[src/rtl/vga_timing_if.sv]
// vga_timing_if: pixel-timing bundle from the timing source to every pixel consumer.
//   hCount/vCount  current pixel / line position
//   hSync/vSync    sync pulses (polarity chosen at build time by the source)
//   bright         1 inside the visible window
//   pix_tick       1-clk pulse per pixel period
//   frame_tick     1-clk pulse when the position wraps to (0,0)
// Modports: master = timing source (drives everything), slave = consumer.
interface vga_timing_if;
    logic [9:0] hCount;
    logic [9:0] vCount;
    logic       hSync;
    logic       vSync;
    logic       bright;
    logic       pix_tick;
    logic       frame_tick;

    modport master (
        output hCount, vCount, hSync, vSync, bright, pix_tick, frame_tick
    );
    modport slave (
        input  hCount, vCount, hSync, vSync, bright, pix_tick, frame_tick
    );
endinterface

[src/rtl/vga_timing_gen.sv]
// vga_timing_gen: free-running VGA raster timing source.
//   Divides clk by CLK_DIV to a pixel rate, walks (hCount,vCount) over the full
//   H_TOT x V_TOT raster and decodes sync/bright from the same registered position
//   so consumers see them with zero skew against the counters.
// Ports:
//   clk   in   system clock
//   rst   in   asynchronous, active-high reset
//   vga   vga_timing_if.master  counters, syncs, bright, pix_tick, frame_tick
// Build option:
//   SYNC_POS_POLARITY_EN  when defined, hSync/vSync are active-high (and reset to 1);
//                         otherwise active-low (standard 640x480@60).
module vga_timing_gen #(
    parameter int unsigned CLK_DIV = 4,
    parameter int unsigned H_SYNC  = 96,
    parameter int unsigned H_BP    = 48,
    parameter int unsigned H_ACT   = 640,
    parameter int unsigned H_FP    = 16,
    parameter int unsigned V_SYNC  = 2,
    parameter int unsigned V_BP    = 33,
    parameter int unsigned V_ACT   = 480,
    parameter int unsigned V_FP    = 10
) (
    input  logic         clk,
    input  logic         rst,
    vga_timing_if.master vga
);
    localparam int unsigned H_TOT = H_SYNC + H_BP + H_ACT + H_FP;
    localparam int unsigned V_TOT = V_SYNC + V_BP + V_ACT + V_FP;
    localparam int unsigned CNT_W = 10;
    // One extra bit so window bounds equal to 1024 still compare correctly.
    localparam int unsigned CMP_W = CNT_W + 1;
    localparam int unsigned DIV_W = (CLK_DIV > 1) ? $clog2(CLK_DIV) : 1;

`ifdef SYNC_POS_POLARITY_EN
    localparam logic SYNC_ON = 1'b1;
`else
    localparam logic SYNC_ON = 1'b0;
`endif

    // Reject geometries the 10-bit counters cannot represent.
    if (H_TOT > 1024 || V_TOT > 1024 || CLK_DIV < 1 || H_SYNC < 1 || V_SYNC < 1) begin : g_cfg_check
        $error("vga_timing_gen: unsupported timing configuration");
    end

    logic [DIV_W-1:0] div_cnt;
    logic [DIV_W-1:0] div_nxt;
    logic [CNT_W-1:0] h_cnt;
    logic [CNT_W-1:0] v_cnt;
    logic [CNT_W-1:0] h_nxt;
    logic [CNT_W-1:0] v_nxt;
    logic             hs_q;
    logic             vs_q;
    logic             br_q;
    logic             pt_q;
    logic             ft_q;
    logic             advance_c;
    logic             hs_nxt;
    logic             vs_nxt;
    logic             br_nxt;
    logic             ft_nxt;
    logic             h_vis_c;
    logic             v_vis_c;

    // Next position and its decode; sync/bright come from the NEW position.
    always_comb begin
        advance_c = (div_cnt == DIV_W'(CLK_DIV - 1));
        div_nxt   = advance_c ? '0 : div_cnt + DIV_W'(1);
        h_nxt     = h_cnt;
        v_nxt     = v_cnt;
        if (advance_c) begin
            if (h_cnt == CNT_W'(H_TOT - 1)) begin
                h_nxt = '0;
                v_nxt = (v_cnt == CNT_W'(V_TOT - 1)) ? '0 : v_cnt + CNT_W'(1);
            end else begin
                h_nxt = h_cnt + CNT_W'(1);
            end
        end
        hs_nxt  = ({1'b0, h_nxt} < CMP_W'(H_SYNC)) ? SYNC_ON : ~SYNC_ON;
        vs_nxt  = ({1'b0, v_nxt} < CMP_W'(V_SYNC)) ? SYNC_ON : ~SYNC_ON;
        h_vis_c = ({1'b0, h_nxt} >= CMP_W'(H_SYNC + H_BP)) &&
                  ({1'b0, h_nxt} <  CMP_W'(H_SYNC + H_BP + H_ACT));
        v_vis_c = ({1'b0, v_nxt} >= CMP_W'(V_SYNC + V_BP)) &&
                  ({1'b0, v_nxt} <  CMP_W'(V_SYNC + V_BP + V_ACT));
        br_nxt  = h_vis_c && v_vis_c;
        ft_nxt  = advance_c && (h_nxt == '0) && (v_nxt == '0);
    end

    // Between advance edges the next position equals the current one, so the
    // decoded outputs simply hold.
    always_ff @(posedge clk or posedge rst) begin
        if (rst) begin
            div_cnt <= '0;
            h_cnt   <= '0;
            v_cnt   <= '0;
            hs_q    <= SYNC_ON;
            vs_q    <= SYNC_ON;
            br_q    <= 1'b0;
            pt_q    <= 1'b0;
            ft_q    <= 1'b0;
        end else begin
            div_cnt <= div_nxt;
            h_cnt   <= h_nxt;
            v_cnt   <= v_nxt;
            hs_q    <= hs_nxt;
            vs_q    <= vs_nxt;
            br_q    <= br_nxt;
            pt_q    <= advance_c;
            ft_q    <= ft_nxt;
        end
    end

    assign vga.hCount     = h_cnt;
    assign vga.vCount     = v_cnt;
    assign vga.hSync      = hs_q;
    assign vga.vSync      = vs_q;
    assign vga.bright     = br_q;
    assign vga.pix_tick   = pt_q;
    assign vga.frame_tick = ft_q;
endmodule

[src/flat_wrapper.sv]
// flat-port wrapper written by rule: the top's interface ports become plain ports
module vga_timing_gen_flat 
#(
    parameter int unsigned CLK_DIV = 4,
    parameter int unsigned H_SYNC  = 96,
    parameter int unsigned H_BP    = 48,
    parameter int unsigned H_ACT   = 640,
    parameter int unsigned H_FP    = 16,
    parameter int unsigned V_SYNC  = 2,
    parameter int unsigned V_BP    = 33,
    parameter int unsigned V_ACT   = 480,
    parameter int unsigned V_FP    = 10
)
  (clk, rst, vga_hCount, vga_vCount, vga_hSync, vga_vSync, vga_bright, vga_pix_tick, vga_frame_tick);
  vga_timing_if vga_i ();
  input  logic clk;
  input  logic rst;
  output wire logic [$bits(vga_i.hCount)-1:0] vga_hCount;
  output wire logic [$bits(vga_i.vCount)-1:0] vga_vCount;
  output wire logic [$bits(vga_i.hSync)-1:0] vga_hSync;
  output wire logic [$bits(vga_i.vSync)-1:0] vga_vSync;
  output wire logic [$bits(vga_i.bright)-1:0] vga_bright;
  output wire logic [$bits(vga_i.pix_tick)-1:0] vga_pix_tick;
  output wire logic [$bits(vga_i.frame_tick)-1:0] vga_frame_tick;
  assign vga_hCount = vga_i.hCount;
  assign vga_vCount = vga_i.vCount;
  assign vga_hSync = vga_i.hSync;
  assign vga_vSync = vga_i.vSync;
  assign vga_bright = vga_i.bright;
  assign vga_pix_tick = vga_i.pix_tick;
  assign vga_frame_tick = vga_i.frame_tick;
  vga_timing_gen #(.CLK_DIV(CLK_DIV), .H_SYNC(H_SYNC), .H_BP(H_BP), .H_ACT(H_ACT), .H_FP(H_FP), .V_SYNC(V_SYNC), .V_BP(V_BP), .V_ACT(V_ACT), .V_FP(V_FP)) u_core (.clk(clk), .rst(rst), .vga(vga_i));
endmodule
[config.mk]
export PLATFORM = sky130hd
export DESIGN_NAME = vga_timing_gen_flat
export DESIGN_NICKNAME = d
export VERILOG_FILES = /design/src/rtl/vga_timing_if.sv /design/src/rtl/vga_timing_gen.sv /design/src/flat_wrapper.sv
export SDC_FILE = /design/constraint.sdc
export NUM_CORES = 1
export LEC_CHECK = 0
export ABC_AREA = 0
export CORE_ASPECT_RATIO = 0.5
export CORE_UTILIZATION = 35
export CTS_CLUSTER_DIAMETER = 120
export DETAILED_ROUTE_END_ITERATION = 12
export PLACE_DENSITY = 0.67
export SLEW_MARGIN = 5
export SYNTH_ARGS = -nofsm -noshare
export SYNTH_HDL_FRONTEND = slang
export SYNTH_SLANG_ARGS = --single-unit
[constraint.sdc]
create_clock -name clk -period 5 [get_ports clk]
set_input_delay 1 -clock clk [delete_from_list [all_inputs] [get_ports clk]]
set_output_delay 1 -clock clk [all_outputs]
set_load 0.01 [all_outputs]
==> impl_metrics.csv, run 1 <==
group,metric,value,unit
final_layout,diodes,0,
sta,period_needed,2.806,ns
yosys,synth_flop_cell,"dfrtp_1",
cts,clkTransAtPathRegs,0.10,ns
yosys,synthArstFlopShare,100.0,%
final_layout,final_util,44.33,%
yosys,synth_nets,180,
floorplanning,io_pins,27,
routing,routedWlPerCell,14.31,microns
sta,layout_worst_path_cycle_share,56.13,%
final_layout,layout-drive-gt1-share,9.184,%
worst_setup_path,critical_path_arrival,2.99,ns
global_routing,grt_max_degree,28,
worst_setup_path,crit_required,5.19,ns
worst_setup_path,cpPeakStageDelay,0.52,ns
placement,dp_hpwl,2668,microns
worst_hold_path,hold_class,"register to register",
yosys,netlist_instances,174,
worst_setup_path,r2r_end,"u_core.vga.bright$_DFF_PP0_",
cts,cts_sinks,27,
worst_setup_path,cp-startpoint,"u_core.div_cnt[0]$_DFF_PP0_",
worst_setup_path,path_max_fanout,15,
sta,finalSetupViolCount,0,
floorplanning,start_util,37.01,%
yosys,synthAdderAreaFrac,3.042,%
pwr,p_leak,0.8192,nW
floorplanning,die-area,4996,sq um
yosys,synth_edf_count,0,
yosys,ys_ff_latch,27,
routing,ant_nets,0,
floorplanning,die_y,50.48,microns
sta,timing.hold.ws,0.4294,ns
sta,clock-skew-final,0.002556,ns
routing,drt_first_pass_iters,4,
final_layout,finalNonFillerCells,253,
cts,ctsResizeCount,0,
cts,numCtsBuffers,3,
floorplanning,die_x,98.97,microns
global_routing,track_usage,16.25,%
final_layout,design_area,1971,sq um
pwr,power.density,178.1,nW/um^2
placement,dpl_cell_area,1924,sq um
worst_setup_path,critPathLaunchType,"register",
global_routing,grt_pass1_wl,6313,microns
global_routing,gr-total-overflow,0,
cts,htreeDepth,1,
worst_setup_path,crit_type,"register to register",
worst_setup_path,critical_path.top_delay_family,"simple AND/OR/NAND/NOR gates",
final_layout,syn2layout_area_growth,19.77,%
cts,cts_tree,"yes",
sta,relSlewSlack,32.92,%
yosys,synth_area,1645,sq um
worst_setup_path,crit_top_cell,"and3_1",
outcome,status,"finished, final reports clean",
cts,insertion_delay,0.28,ns
routing,detail_route.drc_violations,0,
yosys,syn_avg_cell_area,9.456,sq um
floorplanning,fp-row-count,17,
worst_setup_path,rrSetupSlack,2.19,ns
sta,maxSlewViolCount,0,
sta,fin_tns_setup,0,ns
run,cap_violations,0,
worst_hold_path,whs_path_depth,1,
cts,post_cts_buffers,0,
routing,vias,1366,
sta,rsz0062_at_grt,"false",
placement,gp_congestion,0.8612,
yosys,synth_cell_types,54,
routing,routed_via_density,5.399,
cts,hold_buffers,0,
worst_setup_path,r2r-start,"u_core.div_cnt[0]$_DFF_PP0_",
sta,finalHoldViolations,0,
placement,port_buffers,26,
yosys,synth_compound_area_share,13.61,%
yosys,synth_top_family_by_area,"simple AND/OR/NAND/NOR gates",
worst_setup_path,reg2regPathDepth,8,
pwr,ir_drop,0.07816,mV
placement,placedCellCount,249,
worst_hold_path,hold_end,"u_core.div_cnt[0]$_DFF_PP0_",
global_routing,antenna_found_initial,0,
sta,worst_slew_pin_slew,1.005,ns
routing,wirelength,3621,microns
yosys,yosys_warnings,0,
pwr,p_total,351.0,uW
worst_setup_path,end_kind,"register",
yosys,synthMuxAreaShare,1.825,%
sta,fmax,0.3563,GHz
cts,cts_max_path_buffers,2,
final_layout,fin_nets,203,
placement,pre_cts_ws,2.250,ns
routing,drt-initial-drc-count,43,
sta,final.setup.worst_slack,2.194,ns
final_layout,layout_commonest_cell,"dfrtp_1",
yosys,synth-xor-area-share,5.323,%
worst_hold_path,hp-start,"u_core.div_cnt[0]$_DFF_PP0_",
final_layout,nFillCells,432,
global_routing,grt_pass1_vias,1317,
final_layout,layout_common_cells,"27 x dfrtp_1, 26 x clkdlybuf4s50_1, 20 x nand2_1, 15 x nor2_1, 11 x o21ai_0",
yosys,synth-simple-area-share,30.11,%
cts,root_buffer,"clkbuf_8",
floorplanning,core-area,4446,sq um
worst_setup_path,worst-path-buf-inv,0,
worst_setup_path,crit_chain,"ha_1 -> and3_1 -> and3_1 -> nand2_1 -> xnor2_1 -> a21boi_1 -> o21bai_1 -> a211oi_1",
yosys,ys_seq_area_share,41.06,%
worst_setup_path,slowest_stage,"and3_1",
[cell type report]
class | count | area [sq um] | area share (%)
repair buffers | 26 | 260.3 | 13.21
clock inverters | 1 | 5.005 | 0.2540
inverters | 8 | 30.03 | 1.524
clock buffers | 3 | 41.29 | 2.095
multi-input cells | 131 | 887.1 | 45.02
well taps | 57 | 71.32 | 3.619
flip-flops and latches | 27 | 675.6 | 34.29
[routing by layer]
metal	vias up	routed length [microns]	GRT usage, %
met5	-	0	0
met4	0	32	3.980
met3	6	157	3.482
met2	30	1578	25.52
met1	661	1851	22.87
li1	669	-	-
[flip-flops by register name, summed over array words and instances, names as in the netlist]
| name | cells |
|---|---|
| u_core.vga.hSync | 1 |
| u_core.div_cnt | 2 |
| u_core.vga.frame_tick | 1 |
| u_core.vga.hCount | 10 |
| u_core.vga.vSync | 1 |
| u_core.vga.bright | 1 |
| u_core.vga.vCount | 10 |
| u_core.vga.pix_tick | 1 |
[cells by family (layout without fill, tap and decap cells)]
kind of cell | Yosys count | after routing
muxes | 3 | 3
xor gates and xnor gates | 10 | 10
adders and majority gates | 4 | 4
and+or+nand+nor | 80 | 80
buffers and inverters | 16 | 38
DFF | 27 | 27
AOI/OAI and AO/OA | 34 | 34
[synth_stat cells, drive strengths merged (3+ instances only)]
cell type | n | area share, %
a21oi | 4 | 1.2
inv | 8 | 1.8
nor3 | 3 | 0.91
buf | 6 | 2.7
nor2 | 15 | 3.4
and3 | 8 | 3.1
nand2 | 20 | 4.6
dfrtp | 27 | 41
nand4 | 8 | 4.0
xnor2 | 8 | 4.3
o21ai | 12 | 3.9
nand3 | 6 | 2.1
a21boi | 3 | 1.4
ha | 4 | 3.0
mux2i | 3 | 1.8
[where the power goes]
part	internal (mW)	leakage [nW]	switching (mW)	total (mW)
Clock	0.0560	0.0255	0.0719	0.128
Combinational	0.000723	0.431	0.00411	0.00483
Sequential	0.218	0.363	0	0.218
Total	0.275	0.819	0.0760	0.351
[worst max-delay path by stage]
stage,cells past startpoint,endpoint,slack [ns]
2_1_floorplan,10,u_core.vga.bright$_DFF_PP0_,2.80
3_3_place_gp,8,u_core.vga.frame_tick$_DFF_PP0_,2.36
3_5_place_dp,8,u_core.vga.frame_tick$_DFF_PP0_,2.25
4_1_cts,8,u_core.vga.frame_tick$_DFF_PP0_,2.23
5_1_grt,8,u_core.vga.bright$_DFF_PP0_,1.89
6_report,8,u_core.vga.bright$_DFF_PP0_,2.19
Note: power is estimated with default switching activity, not from simulation.
==> inputs of run 2 (changes only) <==
--- a/config.mk
+++ b/config.mk
@@ -10,7 +10,7 @@
 export CORE_UTILIZATION = 35
 export CTS_CLUSTER_DIAMETER = 120
 export DETAILED_ROUTE_END_ITERATION = 12
-export PLACE_DENSITY = 0.67
+export PLACE_DENSITY = 0.69
 export SLEW_MARGIN = 5
 export SYNTH_ARGS = -nofsm -noshare
 export SYNTH_HDL_FRONTEND = slang
==> constraint.sdc (replaced) <==
create_clock -name clk -period 2.48 [get_ports clk]
set_input_delay 0.496 -clock clk [delete_from_list [all_inputs] [get_ports clk]]
set_output_delay 0.496 -clock clk [all_outputs]
set_load 0.01 [all_outputs]
==> impl_metrics.csv, run 2 (same netlist as run 1, synthesis figures left out) <==
group,metric,value,unit
outcome,status,"finished, final reports clean",
cts,hold_buffers,0,
cts,cts_tree,"yes",
placement,dp_hpwl,2877,microns
run,cap_violations,0,
placement,placedCellCount,259,
routing,ant_nets,0,
sta,maxSlewViolCount,0,
routing,drt_first_pass_iters,4,
routing,wirelength,3843,microns
cts,cts_sinks,27,
worst_setup_path,crit_type,"register to register",
sta,layout_worst_path_cycle_share,90.15,%
cts,numCtsBuffers,3,
floorplanning,io_pins,27,
sta,clock-skew-final,0.004829,ns
pwr,power.density,343.8,nW/um^2
final_layout,layout_commonest_cell,"dfrtp_1",
global_routing,grt_max_degree,28,
sta,fin_tns_setup,0,ns
global_routing,grt_use_met1,22.88,%
worst_setup_path,critical_path_arrival,2.42,ns
final_layout,layout_common_cells,"27 x dfrtp_1, 26 x clkdlybuf4s50_1, 20 x nand2_1, 15 x nor2_1, 11 x o21ai_0",
cts,clkTransAtPathRegs,0.09,ns
worst_setup_path,critPathLaunchType,"register",
sta,finalSetupViolCount,0,
final_layout,fin_nets,213,
final_layout,nFillCells,417,
routing,routedWlPerCell,14.61,microns
sta,relSlewSlack,73.38,%
worst_setup_path,end_kind,"register",
worst_hold_path,hold_end,"u_core.div_cnt[0]$_DFF_PP0_",
placement,gp_congestion,0.8576,
floorplanning,die_y,50.48,microns
worst_setup_path,rrSetupSlack,0.24,ns
pwr,ir_drop,0.1979,mV
placement,port_buffers,26,
worst_setup_path,r2r_end,"u_core.vga.frame_tick$_DFF_PP0_",
sta,worst_slew_pin_slew,0.3957,ns
final_layout,finalNonFillerCells,263,
global_routing,grt_pass1_wl,6527,microns
pwr,p_leak,0.8685,nW
routing,routed_via_density,5.452,
floorplanning,die_x,98.97,microns
worst_setup_path,crit_required,2.66,ns
worst_setup_path,r2r-start,"u_core.div_cnt[0]$_DFF_PP0_",
sta,fmax,0.4473,GHz
global_routing,gr-total-overflow,0,
placement,dpl_cell_area,1999,sq um
worst_setup_path,reg2regPathDepth,7,
sta,period_needed,2.236,ns
global_routing,antenna_found_initial,0,
global_routing,use_met2,27.16,%
cts,post_cts_buffers,0,
final_layout,syn2layout_area_growth,24.33,%
routing,detail_route.drc_violations,0,
floorplanning,fp-row-count,17,
final_layout,diodes,0,
worst_hold_path,hp-start,"u_core.div_cnt[0]$_DFF_PP0_",
final_layout,layout-drive-gt1-share,13.59,%
global_routing,gr-max-usage-layer,"met2",
global_routing,track_usage,16.93,%
final_layout,design_area,2046,sq um
global_routing,grt_pass1_vias,1382,
worst_setup_path,path_max_fanout,5,
global_routing,gr-usage-met3,4.178,%
sta,finalHoldViolations,0,
cts,insertion_delay,0.27,ns
floorplanning,core-area,4446,sq um
sta,rsz0062_at_grt,"false",
cts,htreeDepth,1,
floorplanning,die-area,4996,sq um
routing,vias,1434,
cts,cts_max_path_buffers,2,
routing,drt-initial-drc-count,64,
floorplanning,start_util,37.01,%
cts,root_buffer,"clkbuf_8",
worst_hold_path,hold_class,"register to register",
worst_hold_path,whs_path_depth,1,
## run 2: cell types whose count changed in the layout (fill, tap and decap cells not counted), sizes merged
cell | before | now
buf | 0 | 10
clkbuf | 3 | 4
clkinv | 1 | 0
## run 2: layout make-up
type                       instances  area, sq um  share of cell area (%)
clock buffer                       4        45.04                   2.202
timing repair buffer              36        335.3                   16.39
sequential                        27        675.6                   33.03
inverter                           8        30.03                   1.468
tap                               57        71.32                   3.486
multi-input combinational        131        888.4                   43.43
## run 2: repair_timing
action                                  4_1_cts  5_1_grt
endpoints found under the setup margin        0        1
endpoints found under the hold margin         0        0
resized for setup                             0        1
## run 2: power breakdown
group | leakage, nW | switching (mW) | internal [mW]
logic | 0.483 | 0.00872 | 0.00252
registers | 0.363 | 0 | 0.440
clock network | 0.0228 | 0.137 | 0.115
total | 0.869 | 0.146 | 0.558
## run 2: through the flow
| step | setup slack, ns | hold slack, ns | util [%] | power [mW] |
|---|---|---|---|---|
| 2_1_floorplan | 0.2769 | 0.4031 | - | 0.4551 |
| 3_3_place_gp | 0.3085 | 0.4160 | 44.98 | 0.4605 |
| 3_5_place_dp | 0.2372 | 0.4276 | 44.98 | 0.4606 |
| 4_1_cts | 0.1952 | 0.4404 | 45.99 | 0.7119 |
| 5_1_grt | 0.04093 | 0.4651 | 46.02 | 0.7271 |
| 6_report | 0.2444 | 0.4373 | 46.02 | 0.7033 |
## run 2: layer usage
metal | wire [microns] | vias up
li1 | - | 693
met1 | 1843 | 695
met2 | 1773 | 40
met3 | 170 | 6
met4 | 55 | 0
met5 | 0 | -
## run 2: how the worst max path moves through the flow
stage / start / endpoint / cells after the start
finish: u_core.div_cnt[0]$_DFF_PP0_ / u_core.vga.frame_tick$_DFF_PP0_ / 7
global route: u_core.div_cnt[0]$_DFF_PP0_ / u_core.vga.bright$_DFF_PP0_ / 10
CTS: u_core.div_cnt[0]$_DFF_PP0_ / u_core.vga.frame_tick$_DFF_PP0_ / 8
detailed placement: u_core.div_cnt[0]$_DFF_PP0_ / u_core.vga.frame_tick$_DFF_PP0_ / 7
global placement: u_core.div_cnt[0]$_DFF_PP0_ / u_core.vga.frame_tick$_DFF_PP0_ / 7
floorplan: u_core.vga.hCount[0]$_DFF_PP0_ / u_core.vga.bright$_DFF_PP0_ / 10
## run 2: critical path: stages (launching register included)
cell and delay, ns:
dfrtp_1 0.36, ha_1 0.27, nand4_4 0.14, or4_4 0.53
nand3_2 0.10, o21ai_2 0.08, or3_4 0.39, nor4_2 0.28
==> inputs of run 3 (changes only) <==
--- a/config.mk
+++ b/config.mk
@@ -8,8 +8,9 @@
 export ABC_AREA = 0
 export CORE_ASPECT_RATIO = 0.5
 export CORE_UTILIZATION = 35
-export CTS_CLUSTER_DIAMETER = 120
+export CTS_CLUSTER_DIAMETER = 30
 export DETAILED_ROUTE_END_ITERATION = 12
+export MAX_ROUTING_LAYER = met4
 export PLACE_DENSITY = 0.69
 export SLEW_MARGIN = 5
 export SYNTH_ARGS = -nofsm -noshare
==> impl_metrics.csv, run 3 (same netlist as run 1, synthesis figures left out) <==
group,metric,value,unit
global_routing,antenna_found_initial,0,
routing,vias,1430,
worst_setup_path,crit_chain,"ha_1 -> nand4_4 -> or4_4 -> nand3_2 -> o21ai_2 -> or3_4 -> nor4_2",
worst_setup_path,rrSetupSlack,0.25,ns
sta,timing.hold.ws,0.4376,ns
worst_setup_path,crit_required,2.66,ns
final_layout,finalNonFillerCells,263,
sta,rsz0062_at_grt,"false",
sta,maxSlewViolCount,0,
sta,layout_worst_path_cycle_share,90.02,%
cts,clkTransAtPathRegs,0.09,ns
pwr,clkPwrFrac,36.0,%
global_routing,grt_pass1_wl,6541,microns
pwr,p_leak,0.8685,nW
floorplanning,die_y,50.48,microns
sta,fin_tns_setup,0,ns
worst_setup_path,critical_path_arrival,2.42,ns
placement,gp_congestion,0.8714,
global_routing,grt_max_degree,28,
routing,routedWlPerCell,14.59,microns
placement,dpl_cell_area,1999,sq um
final_layout,nFillCells,417,
floorplanning,die-area,4996,sq um
worst_setup_path,cpPeakStageDelay,0.52,ns
sta,clock-skew-final,0.005779,ns
cts,insertion_delay,0.27,ns
pwr,pwr-share-comb,1.6,%
global_routing,grt_pass1_vias,1378,
routing,detail_route.drc_violations,0,
final_layout,layout_common_cells,"27 x dfrtp_1, 26 x clkdlybuf4s50_1, 20 x nand2_1, 15 x nor2_1, 11 x o21ai_0",
floorplanning,fp-row-count,17,
cts,numCtsBuffers,3,
routing,ant_nets,0,
floorplanning,start_util,37.01,%
worst_setup_path,critical_path.top_delay_family,"simple AND/OR/NAND/NOR gates",
cts,cts_max_path_buffers,2,
pwr,p_total,704.4,uW
sta,period_needed,2.233,ns
placement,dp_hpwl,2877,microns
pwr,pwr-share-seq,62.4,%
sta,fmax,0.4479,GHz
routing,drt-initial-drc-count,65,
final_layout,syn2layout_area_growth,24.33,%
cts,htreeDepth,1,
sta,finalHoldViolations,0,
cts,post_cts_buffers,0,
sta,worst_slew_pin_slew,0.3960,ns
sta,relSlewSlack,73.36,%
final_layout,layout-drive-gt1-share,13.59,%
global_routing,track_usage,17.48,%
worst_setup_path,end_kind,"register",
pwr,power.density,344.3,nW/um^2
worst_hold_path,hold_class,"register to register",
floorplanning,die_x,98.97,microns
floorplanning,core-area,4446,sq um
worst_setup_path,worst-path-buf-inv,0,
final_layout,multi_input_area,888.4,sq um
placement,port_buffers,26,
final_layout,diodes,0,
global_routing,gr-total-overflow,0,
pwr,switching_share,20.84,%
cts,cts_sinks,27,
worst_setup_path,slowest_stage,"or4_4",
outcome,status,"finished, final reports clean",
final_layout,layout_commonest_cell,"dfrtp_1",
routing,drt_first_pass_iters,4,
routing,wirelength,3837,microns
final_layout,fin_nets,213,
cts,root_buffer,"clkbuf_8",
placement,placedCellCount,259,
worst_setup_path,crit_type,"register to register",
cts,cts_tree,"yes",
run,cap_violations,0,
pwr,p_int,557.6,uW
floorplanning,io_pins,27,
pwr,ir_drop,0.1979,mV
final_layout,register_area,675.6,sq um
final_layout,design_area,2046,sq um
routing,routed_via_density,5.437,
worst_setup_path,path_max_fanout,5,
worst_setup_path,critPathLaunchType,"register",
pwr,p_sw,146.8,uW
sta,finalSetupViolCount,0,
run 3: cell counts in the layout (fill, tap and decap cells not counted):
Identical to the previous run, type by type.
run 3: layout make-up:
class / count / area share, %
multi-input cells: 131 / 43.43
flip-flops and latches: 27 / 33.03
repair buffers: 36 / 16.39
well taps: 57 / 3.486
clock buffers: 4 / 2.202
inverters: 8 / 1.468
run 3: path summary, 6_finish.rpt:
path,startpoint,depth (start not counted),end
min,u_core.div_cnt[0]$_DFF_PP0_,1,u_core.div_cnt[0]$_DFF_PP0_
min reg2reg,u_core.div_cnt[0]$_DFF_PP0_,1,u_core.div_cnt[0]$_DFF_PP0_
max in group asynchronous,rst,3,u_core.vga.hCount[6]$_DFF_PP0_
max,u_core.div_cnt[0]$_DFF_PP0_,7,u_core.vga.frame_tick$_DFF_PP0_
min in group asynchronous,rst,3,u_core.vga.vCount[8]$_DFF_PP0_
max reg2reg,u_core.div_cnt[0]$_DFF_PP0_,7,u_core.vga.frame_tick$_DFF_PP0_
run 3: power by group through the flow:
stage / Sequential [mW] / Combinational, mW / Clock (mW)
after floorplan: 0.449 / 0.00653 / 0
after global placement: 0.449 / 0.0119 / 0
after detailed placement: 0.449 / 0.0121 / 0
after CTS: 0.440 / 0.0121 / 0.260
after global routing: 0.440 / 0.0137 / 0.277
final: 0.440 / 0.0113 / 0.253
run 3: stage by stage:
stage	worst slack, ns	utilization, %
2_1_floorplan	0.2769	-
3_3_place_gp	0.3085	44.98
3_5_place_dp	0.2372	44.98
4_1_cts	0.1952	45.99
5_1_grt	0.04534	46.02
6_report	0.2475	46.02
run 3: layer usage:
layer / GRT usage [%] / wire length [microns] / part of all wire, % / vias to the layer above
li1: - / - / - / 690
met1: 23.41 / 1863 / 49 / 694
met2: 26.92 / 1749 / 46 / 40
met3: 3.900 / 167 / 4.4 / 6
met4: 4.726 / 56 / 1.5 / 0
met5: - / 0 / 0 / -
run 3: timing repair:
item | CTS | global route
gates resized for setup | 0 | 1
hold buffers | 0 | 0
setup endpoints to repair | 0 | 1
